<file path="src/rtl/cmp_pkg.sv">
// Shared types and helpers for the nibble-serial magnitude compare sequencer.
package cmp_pkg;

   typedef enum logic [1:0] {
      IDLE = 2'd0,
      CMP  = 2'd1,
      DONE = 2'd2
   } state_e;

   localparam int NIBBLE_W = 4;
   // Widest operand the nibble selector accepts; callers zero-extend into it.
   localparam int MAX_W    = 256;

   function automatic logic [NIBBLE_W-1:0] get_nibble(input logic [MAX_W-1:0] vec,
                                                      input int unsigned      idx);
      logic [MAX_W-1:0] shifted;
      shifted = vec >> (idx * NIBBLE_W);
      return shifted[NIBBLE_W-1:0];
   endfunction

endpackage

</file>
<file path="src/rtl/nibble_cmp.sv">
// Combinational 4-bit unsigned magnitude comparator, the single shared compare resource.
module nibble_cmp
   import cmp_pkg::*;
(
   input  logic [NIBBLE_W-1:0] a,
   input  logic [NIBBLE_W-1:0] b,
   output logic                eq,
   output logic                gr,
   output logic                less
);

   assign eq   = (a == b);
   assign gr   = (a >  b);
   assign less = (a <  b);

endmodule

</file>
<file path="src/rtl/nibble_serial_cmp_ctrl.sv">
// Compares two WIDTH-bit unsigned operands one nibble per cycle, MSB nibble first,
// stopping at the first differing nibble; start/done handshake around a 4-bit comparator.
//
// state | meaning
// IDLE  | waiting for start; last result flags held
// CMP   | one nibble compared per cycle, idx counts down to 0
// DONE  | one-cycle done pulse; start here is accepted back-to-back
module nibble_serial_cmp_ctrl
   import cmp_pkg::*;
#(
   parameter int WIDTH   = 16,
   parameter int NIBBLES = WIDTH / 4
) (
   input  logic             clk,
   input  logic             rst,
   input  logic             start,
   input  logic [WIDTH-1:0] a,
   input  logic [WIDTH-1:0] b,
   output logic             busy,
   output logic             done,
   output logic             eq,
   output logic             gr,
   output logic             less
);

   localparam int IDX_W = $clog2(NIBBLES);

   state_e             state_q, state_d;
   logic [IDX_W-1:0]   idx_q, idx_d;
   logic [WIDTH-1:0]   a_q, a_d;
   logic [WIDTH-1:0]   b_q, b_d;
   logic               eq_q, eq_d;
   logic               gr_q, gr_d;
   logic               less_q, less_d;

   logic [NIBBLE_W-1:0] nib_a, nib_b;
   logic                c_eq, c_gr, c_less;

   assign nib_a = get_nibble(MAX_W'(a_q), 32'(idx_q));
   assign nib_b = get_nibble(MAX_W'(b_q), 32'(idx_q));

   nibble_cmp u_nibble_cmp (
      .a    (nib_a),
      .b    (nib_b),
      .eq   (c_eq),
      .gr   (c_gr),
      .less (c_less)
   );

   always_ff @(posedge clk) begin
      if (rst) begin
         state_q <= IDLE;
         idx_q   <= '0;
         a_q     <= '0;
         b_q     <= '0;
         eq_q    <= 1'b0;
         gr_q    <= 1'b0;
         less_q  <= 1'b0;
      end else begin
         state_q <= state_d;
         idx_q   <= idx_d;
         a_q     <= a_d;
         b_q     <= b_d;
         eq_q    <= eq_d;
         gr_q    <= gr_d;
         less_q  <= less_d;
      end
   end

   always_comb begin
      state_d = state_q;
      idx_d   = idx_q;
      a_d     = a_q;
      b_d     = b_q;
      eq_d    = eq_q;
      gr_d    = gr_q;
      less_d  = less_q;
      case (state_q)
         IDLE, DONE: begin
            if (start) begin
               a_d     = a;
               b_d     = b;
               idx_d   = IDX_W'(NIBBLES - 1);
               eq_d    = 1'b0;
               gr_d    = 1'b0;
               less_d  = 1'b0;
               state_d = CMP;
            end else if (state_q == DONE) begin
               state_d = IDLE;
            end
         end
         CMP: begin
            if (c_gr) begin
               gr_d    = 1'b1;
               state_d = DONE;
            end else if (c_less) begin
               less_d  = 1'b1;
               state_d = DONE;
            end else if (c_eq && (idx_q == '0)) begin
               eq_d    = 1'b1;
               state_d = DONE;
            end else begin
               // Scan ends at idx 0, so the decrement never wraps.
               idx_d = idx_q - IDX_W'(1);
            end
         end
         default: state_d = IDLE;
      endcase
   end

   assign busy = (state_q == CMP);
   assign done = (state_q == DONE);
   assign eq   = eq_q;
   assign gr   = gr_q;
   assign less = less_q;

endmodule

</file>
<file path="config.mk">
export PLATFORM = sky130hd
export DESIGN_NAME = nibble_serial_cmp_ctrl
export DESIGN_NICKNAME = d
export VERILOG_FILES = /design/src/rtl/cmp_pkg.sv /design/src/rtl/nibble_cmp.sv /design/src/rtl/nibble_serial_cmp_ctrl.sv
export SDC_FILE = /design/constraint.sdc
export NUM_CORES = 1
export LEC_CHECK = 0
export ABC_AREA = 1
export CORE_ASPECT_RATIO = 1.1
export CORE_MARGIN = 10
export CORE_UTILIZATION = 35
export DETAILED_ROUTE_END_ITERATION = 10
export GPL_ROUTABILITY_DRIVEN = 0
export GPL_TIMING_DRIVEN = 0
export HOLD_SLACK_MARGIN = 0.05
export PLACE_DENSITY = 0.63
export SETUP_SLACK_MARGIN = 0.2
export SYNTH_ARGS = -nofsm -noshare
export SYNTH_HDL_FRONTEND = slang
export SYNTH_SLANG_ARGS = --single-unit
</file>
<file path="constraint.sdc">
create_clock -name clk -period 2.9 [get_ports clk]
set_input_delay 0.58 -clock clk [delete_from_list [all_inputs] [get_ports clk]]
set_output_delay 0.58 -clock clk [all_outputs]
set_load 0.01 [all_outputs]
</file>
==> metrics.md, run 1 <==
| Metric | Value |
|---|---|
| R2r setup slk | 0.73 ns |
| DR WL/cell | 12.7 µm |
| Ranking of synthesized cells by area | dfxtp_1, nor2_1, o21ai_0, nand2_1, ha_1 |
| DP HPWL | 3.32 mm |
| Gr busiest metal | met2 |
| RR Startpoint | idx_q[0]$_SDFFE_PP0P_ |
| Post-Synthesis Cell Area | 1780 µm² |
| Worst path depth | 15 |
| CP Launch Type | register |
| Synthesized area per cell | 7.22 µm² |
| Routed Antenna Nets | 0 |
| Syn nets | 286 |
| Residual DRC | 0 |
| Non-filler cells, final | 351 |
| Sequential Power Share | 0.485 |
| CTS sink cnt | 39 |
| Number of distinct library cells after synthesis | 19 |
| Hold Crit Depth | 2 |
| Antenna Cells | 0 |
| Final net count | 332 |
| Layout area overhead | 31.1% |
| Leading area contributor after synthesis | dfxtp_1 |
| Total power | 1.25 mW |
| Worst Path Max Fanout | 10 |
| CP max stage cell | ha_1 |
| CTS Hold Buffers Added | 0 |
| Critical-path cell list | buf_2 -> inv_2 -> buf_4 -> o21ai_0 -> o22ai_1 -> ha_1 -> nand2_1 -> nand2_1 -> nand2_1 -> nand2_1 -> nand2_1 -> nand3_1 -> nor2_1 -> nor2_1 -> nor2_1 |
| Max Cap Violations | 0 |
| Crit path kind | reg -> reg |
| Leak Pwr | 0.996 nW |
| GR Util met3 | 0.0327 |
| Start point of the worst hold path | eq$_SDFFE_PP0P_ |
| Final min period | 2.17 ns |
| Post-synth EDFFs | 0 |
| Routing usage on met2 | 0.180 |
| Setup bufs post-CTS | 0 |
| Vias | 1670 |
| CP Capture Type | register |
| Cell-internal power | 0.877 mW |
| Sum of negative setup slack | 0 ns |
| CP top delay family | simple AND/OR/NAND/NOR gates |
| Status | complete, no violations |
| Final hold viol count | 0 |
| Count leader, synth | nor2_1 |
| Overall Global Routing Usage | 0.113 |
| Buffers on Ports | 39 |
| CTS tree | done |
| Top cell type's share of synthesized area | 0.440 |
| First-pass GRT wire length | 7.58 mm |
| Clock skew | 0.00747 ns |
| RR Endpoint | eq$_SDFFE_PP0P_ |
| Pwr dens | 536 nW/µm² |
| Clock-pin transition on the worst setup and hold timing paths | 0.08 ns |
| Seq/Total Area, Yosys | 0.440 |
| Clk buf depth | 2 |
| Top cells by count, synth | nor2_1, o21ai_0, dfxtp_1 |
| Core box area | 4970 µm² |
| Hold/Removal Path Class | reg -> reg |
| Die Y | 94.7 µm |
| Fmax | 461 MHz |
| Final setup viols | 0 |
| Async set-or-reset flop fraction in the synthesized netlist | 0 |
| Post-DR vias/cell | 4.76 |
| Initial DRC count | 88 |
| DRT Pass-1 Iters | 4 |
| Buf/Inv on CP | 3 |
| Initial Util | 0.358 |
| Cell mode on critical path | nand2_1 |
| Most used DFF post-synth | dfxtp_1 |
| Slew headroom | 0.767 |
| Psw | 0.371 mW |
| Vias in the first global route | 1688 |
| Row count | 27 |
| Placed insts | 343 |
| Clk pwr share | 0.290 |
| Yosys Warn Count | 0 |
| Die area | 8330 µm² |
| Num CTS Buffers | 5 |
| H-tree Lvls | 2 |
| Hold Path Sink | eq$_SDFFE_PP0P_ |
| Req. time, crit path | 3.13 ns |
| Gate power share | 0.225 |
| #FFs+latches synth | 39 |
| Crit path DAT | 2.40 ns |
| Layout cells sized above 1 | 0.0785 |
| # IOs | 40 |
| Met1 usage | 0.135 |
| Post-CTS sizing | 0 |
| Die X | 87.9 µm |
| Clock Tree Root | clkbuf_8 |
| Later-pin clock latency in the skew report | 0.30 ns |
| Sw Ratio | 0.297 |
| RSZ-0062 raised after global routing | no |
| Initial antenna violation count | 0 |
| Fin crit share | 0.748 |
| Reg2Reg Depth | 15 |
| Mapped Cells | 246 |
| Max-slew violation count | 0 |
| Worst Max-Slew Pin Slew | 0.350 ns |
| GRT overflow | 0 |
| Crit path largest cell delay | 0.33 ns |
| Peak supply drop | 0.239 mV |
| Largest net degree at the start of global routing | 14 |
| Final Routed Wirelength | 4.45 mm |
metrics by stage:
step / hold slack, ns / worst slack [ns] / area (µm²) / utilization
2_1_floorplan: 0.472 / 1.04 / 1780 / -
6_report: 0.474 / 0.731 / 2330 / 0.469
4_1_cts: 0.481 / 0.730 / 2330 / 0.469
3_3_place_gp: 0.456 / 0.741 / 2240 / 0.451
5_1_grt: 0.528 / 0.481 / 2330 / 0.469
3_5_place_dp: 0.468 / 0.761 / 2240 / 0.451
metal layers:
metal,up-vias,part of all wire
met5,-,0
met4,0,0.016
met3,5,0.064
met2,35,0.44
met1,737,0.48
li1,893,-
cell families (layout without fill, tap and decap cells):
family | count (synthesis) | in the layout | synth area share
simple gates | 115 | 115 | 0.273
compound gates | 59 | 59 | 0.180
flops | 39 | 39 | 0.440
buf+inv | 28 | 75 | 0.0719
fa+ha+maj | 5 | 5 | 0.0352
worst min-delay path: cells and delay by family (launching register included):
kind             cells  cell delay [ns]
flip-flops           1             0.33
AND/OR/NAND/NOR      2             0.12
layout by cell type, fill, tap and decap left out, drive strengths merged, types with 2 or more instances in the layout:
master,instances
a21oi,8
a32o,4
buf,10
clkbuf,10
clkdlybuf4s50,39
clkinvlp,2
dfxtp,39
ha,5
inv,13
nand2,26
nand3,7
nand4,2
nor2,80
o21ai,43
o22ai,4
power by group through the flow:
stage | combinational [mW] | sequential, mW | clock [mW]
2_1_floorplan | 0.178 | 0.610 | 0
5_1_grt | 0.323 | 0.611 | 0.397
3_5_place_dp | 0.282 | 0.616 | 0
6_report | 0.281 | 0.605 | 0.362
3_3_place_gp | 0.279 | 0.616 | 0
4_1_cts | 0.284 | 0.604 | 0.370
layout make-up:
| cell class | instances | area [µm²] |
|---|---|---|
| well taps | 58 | 72.6 |
| flip-flops and latches | 39 | 781 |
| clock inverters | 3 | 20.0 |
| fillers | 547 | 2640 |
| plain buffers | 15 | 78.8 |
| multi-input cells | 179 | 867 |
| repair buffers | 39 | 390 |
| clock buffers | 5 | 68.8 |
| inverters | 13 | 48.8 |
how the worst max path moves through the flow:
| stage | startpoint | slack [ns] | to |
|---|---|---|---|
| 6_report | idx_q[0]$_SDFFE_PP0P_ | 0.73 | eq$_SDFFE_PP0P_ |
| 5_1_grt | idx_q[0]$_SDFFE_PP0P_ | 0.48 | eq$_SDFFE_PP0P_ |
| 4_1_cts | idx_q[0]$_SDFFE_PP0P_ | 0.73 | eq$_SDFFE_PP0P_ |
| 3_5_place_dp | idx_q[0]$_SDFFE_PP0P_ | 0.76 | eq$_SDFFE_PP0P_ |
| 3_3_place_gp | idx_q[0]$_SDFFE_PP0P_ | 0.74 | eq$_SDFFE_PP0P_ |
| 2_1_floorplan | idx_q[0]$_SDFFE_PP0P_ | 1.04 | idx_q[0]$_SDFFE_PP0P_ |
registers in the layout, summed over array words and instances (netlist names):
register	flops
gr	1
idx_q	2
a_q	16
state_q	2
eq	1
b_q	16
less	1
(Power assumes the default switching activity.)
==> inputs of run 2 (changes only) <==
==> constraint.sdc (replaced) <==
create_clock -name clk -period 2.1 [get_ports clk]
set_input_delay 0.42 -clock clk [delete_from_list [all_inputs] [get_ports clk]]
set_output_delay 0.42 -clock clk [all_outputs]
set_load 0.01 [all_outputs]
==> metrics.md, run 2 (synthesized netlist as in run 1, its figures left out) <==
| Metric | Value |
|---|---|
| Max Cap Violations | 0 |
| Design area | 2490 µm² |
| Final net count | 337 |
| Clock skew | 0.00783 ns |
| Sum of negative setup slack | 0 ns |
| Max-slew violation count | 0 |
| Core box area | 4970 µm² |
| Die Y | 94.7 µm |
| Residual DRC | 0 |
| Layout area overhead | 40.1% |
| Crit path kind | reg -> reg |
| CTS Hold Buffers Added | 0 |
| Die X | 87.9 µm |
| Hold Worst Slack | 0.488 ns |
| Vias | 1732 |
| Filler cells | 519 |
| RSZ-0062 raised after global routing | yes |
| Final worst slack | 0.121 ns |
| Routed Antenna Nets | 0 |
| Die area | 8330 µm² |
| Commonest non-fill, non-tap cell in the layout | nor2_1 |
| Leak Pwr | 1.06 nW |
| Clock-pin transition on the worst setup and hold timing paths | 0.08 ns |
| Largest net degree at the start of global routing | 14 |
| DP HPWL | 3.32 mm |
| Later-pin clock latency in the skew report | 0.30 ns |
| Status | complete, no violations |
| # IOs | 40 |
| DR WL/cell | 13.3 µm |
| Final Core Density | 0.501 |
| Final Routed Wirelength | 4.72 mm |
| Largest regs | a_q x16, b_q x16 |
| Cell mode on critical path | nand2_1 |
| H-tree Lvls | 2 |
| Commonest non-fill, non-tap cells in the layout | nor2_1, clkdlybuf4s50_1, o21ai_0, dfxtp_1, nand2_1 |
| First-pass GRT wire length | 7.82 mm |
| Layout cells sized above 1 | 0.168 |
| Peak supply drop | 0.331 mV |
| Buffers on Ports | 39 |
| CP Launch Type | register |
| Placed inst area | 2240 µm² |
| CP max stage cell | dfxtp_2 |
| Worst Path Max Fanout | 10 |
| Row count | 27 |
| DRT Pass-1 Iters | 4 |
| Pwr dens | 738 nW/µm² |
| Final hold viol count | 0 |
| Crit path largest cell delay | 0.33 ns |
| Post-DR vias/cell | 4.87 |
| CTS tree | done |
| Pre-CTS worst setup slack | -0.0393 ns |
| Initial DRC count | 86 |
| Final min period | 1.98 ns |
| Initial Util | 0.358 |
| Fin crit share | 0.942 |
| Crit path DAT | 2.17 ns |
| Num CTS Buffers | 5 |
| Slew headroom | 0.764 |
| GRT overflow | 0 |
| Clk buf depth | 2 |
| Fmax | 505 MHz |
| CP Capture Type | register |
| Initial antenna violation count | 0 |
| Req. time, crit path | 2.30 ns |
| CTS sink cnt | 39 |
| Worst Max-Slew Pin Slew | 0.353 ns |
| Clock Tree Root | clkbuf_8 |
| Vias in the first global route | 1765 |
| Overall Global Routing Usage | 0.117 |
| Final setup viols | 0 |
| Critical-path cell list | buf_6 -> buf_8 -> nand2_1 -> a32o_1 -> ha_1 -> nand2_1 -> nand2_1 -> nand2_2 -> nand2_4 -> nand4_4 -> a21oi_2 -> nor2_1 |
| Antenna Cells | 0 |
| Hold/Removal Path Class | reg -> reg |
-- run 2: changes by cell type in the layout (fill, tap and decap cells not counted), moves of 3 or more --
cell,delta
a21oi_1,-3
nand2_1,-3
o21ai_0,-5
nand3_1,-3
buf_4,+3
dfxtp_2,+4
dfxtp_1,-4
o21ai_2,+3
a21oi_2,+3
-- run 2: critical path, delay by kind of cell, from the launching register on --
| family | cells | cell delay (ns) |
|---|---|---|
| buffers and inverters | 2 | 0.28 |
| AO/OA/AOI/OAI | 2 | 0.39 |
| AND/OR/NAND/NOR | 7 | 0.56 |
| flip-flops | 1 | 0.33 |
| adder cells (fa/ha/maj) | 1 | 0.31 |
-- run 2: cell type report --
type,instances,area (µm²),area share
timing repair buffer,44,430,0.173
sequential,39,786,0.316
inverter,13,56.3,0.0226
buffer,15,106,0.0428
tap,58,72.6,0.0292
clock buffer,5,68.8,0.0277
multi-input combinational,179,947,0.381
clock inverter,3,20.0,0.00805
-- run 2: timing repair --
action                                 4_1_cts  5_1_grt
pin swaps                                    8       10
gates resized for setup                     25       17
buffers inserted                             5        0
setup endpoints to repair                    9        7
endpoints found under the hold margin        0        0
-- run 2: per-layer routing --
layer  GRT usage  vias to the layer above  wire length, µm
met2       0.186                       46             2090
met1       0.136                      772             2190
met3      0.0327                       12              309
met4      0.0718                        0              127
met5           0                        -                0
li1            -                      902                -
-- run 2: final timing paths --
kind | from | end | slack (ns) | depth (start not counted)
setup / recovery | idx_q[0]$_SDFFE_PP0P_ | idx_q[0]$_SDFFE_PP0P_ | 0.12 | 12
hold / removal | eq$_SDFFE_PP0P_ | eq$_SDFFE_PP0P_ | 0.49 | 2
setup reg to reg | idx_q[0]$_SDFFE_PP0P_ | idx_q[0]$_SDFFE_PP0P_ | 0.12 | 12
hold reg to reg | eq$_SDFFE_PP0P_ | eq$_SDFFE_PP0P_ | 0.49 | 2
-- run 2: power breakdown --
group	internal (mW)	leakage [nW]	switching [mW]	total, mW
Sequential	0.802	0.325	0.0359	0.838
Clock	0.231	0.0402	0.273	0.504
Combinational	0.231	0.696	0.264	0.495
Total	1.26	1.06	0.573	1.84
-- run 2: per-stage QoR --
stage	cells	power, mW
6_report	356	1.84
5_1_grt	356	1.95
4_1_cts	356	1.79
3_5_place_dp	343	1.24
3_3_place_gp	343	1.24
2_1_floorplan	246	1.09
==> inputs of run 3 (changes only) <==
--- a/config.mk
+++ b/config.mk
@@ -8,12 +8,12 @@
 export ABC_AREA = 1
 export CORE_ASPECT_RATIO = 1.1
 export CORE_MARGIN = 10
-export CORE_UTILIZATION = 35
+export CORE_UTILIZATION = 40
 export DETAILED_ROUTE_END_ITERATION = 10
 export GPL_ROUTABILITY_DRIVEN = 0
 export GPL_TIMING_DRIVEN = 0
 export HOLD_SLACK_MARGIN = 0.05
-export PLACE_DENSITY = 0.63
+export PLACE_DENSITY = 0.7
 export SETUP_SLACK_MARGIN = 0.2
 export SYNTH_ARGS = -nofsm -noshare
 export SYNTH_HDL_FRONTEND = slang
==> metrics.md, run 3 (synthesized netlist as in run 1, its figures left out) <==
| Metric | Value |
|---|---|
| Hold Crit Depth | 2 |
| Overall Global Routing Usage | 0.124 |
| Residual DRC | 0 |
| CTS tree | done |
| Die X | 83.5 µm |
| Initial DRC count | 111 |
| Crit path from | idx_q[0]$_SDFFE_PP0P_ |
| Crit path kind | reg -> reg |
| CTS Hold Buffers Added | 0 |
| Clk buf depth | 2 |
| RSZ-0062 raised after global routing | yes |
| Hold/Removal Path Class | reg -> reg |
| DRT Pass-1 Iters | 4 |
| Req. time, crit path | 2.27 ns |
| Peak supply drop | 0.297 mV |
| First-pass GRT wire length | 7.96 mm |
| GRT overflow | 0 |
| Register area | 786 µm² |
| DP HPWL | 3.33 mm |
| Non-filler cells, final | 356 |
| Sum of negative setup slack | 0 ns |
| Layout area overhead | 44.8% |
| Clock skew | 0.00762 ns |
| Leak Pwr | 1.10 nW |
| Num CTS Buffers | 5 |
| Post-DR vias/cell | 5.03 |
| CP top delay family | simple AND/OR/NAND/NOR gates |
| Critical-path cell list | buf_6 -> buf_4 -> nand2_1 -> a32o_1 -> ha_1 -> nand2_2 -> inv_4 -> nand3_4 -> inv_2 -> nand4_4 -> a21oi_2 -> nor2_1 |
| Final Core Density | 0.600 |
| Layout cells sized above 1 | 0.219 |
| Antenna Cells | 0 |
| Status | complete, no violations |
| Routed Antenna Nets | 0 |
| CTS sink cnt | 39 |
| Initial antenna violation count | 0 |
| Vias | 1791 |
| Pwr dens | 742 nW/µm² |
| Final worst slack | 0.0789 ns |
| Buf/Inv on CP | 4 |
| Commonest non-fill, non-tap cells in the layout | nor2_1, clkdlybuf4s50_1, o21ai_0, dfxtp_1, nand2_1 |
| Final setup viols | 0 |
| # IOs | 40 |
| Start point of the worst hold path | eq$_SDFFE_PP0P_ |
| Slew headroom | 0.748 |
| Reg2Reg Depth | 12 |
| CP Capture Type | register |
| Crit path DAT | 2.19 ns |
| Placed insts | 339 |
| H-tree Lvls | 2 |
| Worst Path Max Fanout | 6 |
| Vias in the first global route | 1702 |
| Final hold viol count | 0 |
| Initial Util | 0.414 |
| Largest net degree at the start of global routing | 12 |
| Fin crit share | 0.962 |
| Die area | 7510 µm² |
| Row count | 25 |
| Die Y | 89.9 µm |
| Pre-CTS worst setup slack | -0.0446 ns |
| Max Cap Violations | 0 |
| Final Routed Wirelength | 5.14 mm |
| Multi-input gate area | 1000 µm² |
| Max-slew violation count | 0 |
| Largest regs | a_q x16, b_q x16 |
| Clock Tree Root | clkbuf_8 |
| Crit path largest cell delay | 0.32 ns |
| Filler cells | 378 |
| CP Launch Type | register |
| CP max stage cell | dfxtp_2 |
| DR WL/cell | 14.4 µm |
| Clock-pin transition on the worst setup and hold timing paths | 0.07 ns |
| Total power | 1.91 mW |
| RR Startpoint | idx_q[0]$_SDFFE_PP0P_ |
| Fmax | 495 MHz |
| Buffers on Ports | 39 |
| Commonest non-fill, non-tap cell in the layout | nor2_1 |
| Worst path depth | 12 |
| Final net count | 342 |
| Final min period | 2.02 ns |
| Later-pin clock latency in the skew report | 0.29 ns |
| Worst Max-Slew Pin Slew | 0.377 ns |
| Core box area | 4290 µm² |
[run 3: changes by cell type in the layout (fill, tap and decap cells not counted), moves of 2 or more]
cell | previous run | this run
nor2_1 | 76 | 74
ha_1 | 5 | 3
nor2_2 | 2 | 4
buf_8 | 2 | 0
o21ai_0 | 37 | 35
buf_4 | 7 | 10
nand2_2 | 2 | 5
nand2_1 | 23 | 19
ha_4 | 0 | 2
buf_6 | 2 | 5
clkinvlp_4 | 2 | 0
[run 3: layout make-up]
class	count	share of cell area
plain buffers	15	0.0384
clock buffers	6	0.0321
clock inverters	1	0.00195
inverters	13	0.0229
multi-input cells	179	0.390
flip-flops and latches	39	0.306
well taps	54	0.0263
repair buffers	49	0.182
[run 3: what timing repair did]
action | in CTS | in global routing
gates cloned | 1 | 0
pin swaps | 12 | 15
buffers inserted | 7 | 2
endpoints found under the hold margin | 0 | 0
resized for setup | 30 | 29
endpoints found under the setup margin | 8 | 8
[run 3: metrics by stage]
| step | hold WS [ns] | cell area (µm²) |
|---|---|---|
| after floorplan | 0.472 | 1780 |
| after global placement | 0.455 | 2230 |
| after detailed placement | 0.482 | 2230 |
| after CTS | 0.496 | 2440 |
| after global routing | 0.525 | 2570 |
| final | 0.486 | 2570 |
[run 3: path summary, 6_finish.rpt]
path	end	slack, ns
setup reg to reg	idx_q[0]$_SDFFE_PP0P_	0.08
hold reg to reg	eq$_SDFFE_PP0P_	0.49
setup / recovery	idx_q[0]$_SDFFE_PP0P_	0.08
hold / removal	eq$_SDFFE_PP0P_	0.49
[run 3: worst min-delay path: stages, from the launching register on]
cell     delay [ns]
dfxtp_1        0.33
nor2_1         0.05
nor2_1         0.07
[run 3: power breakdown]
part	total (mW)	switching, mW	internal, mW	leakage (nW)
clock network	0.501	0.243	0.258	0.0470
logic	0.562	0.293	0.269	0.729
registers	0.845	0.0428	0.802	0.325
[run 3: per-layer routing]
| layer | global-route usage | share of wire | up-vias |
|---|---|---|---|
| li1 | - | - | 914 |
| met1 | 0.155 | 0.45 | 802 |
| met2 | 0.198 | 0.47 | 63 |
| met3 | 0.0316 | 0.053 | 12 |
| met4 | 0.0461 | 0.028 | 0 |
| met5 | 0 | 0 | - |
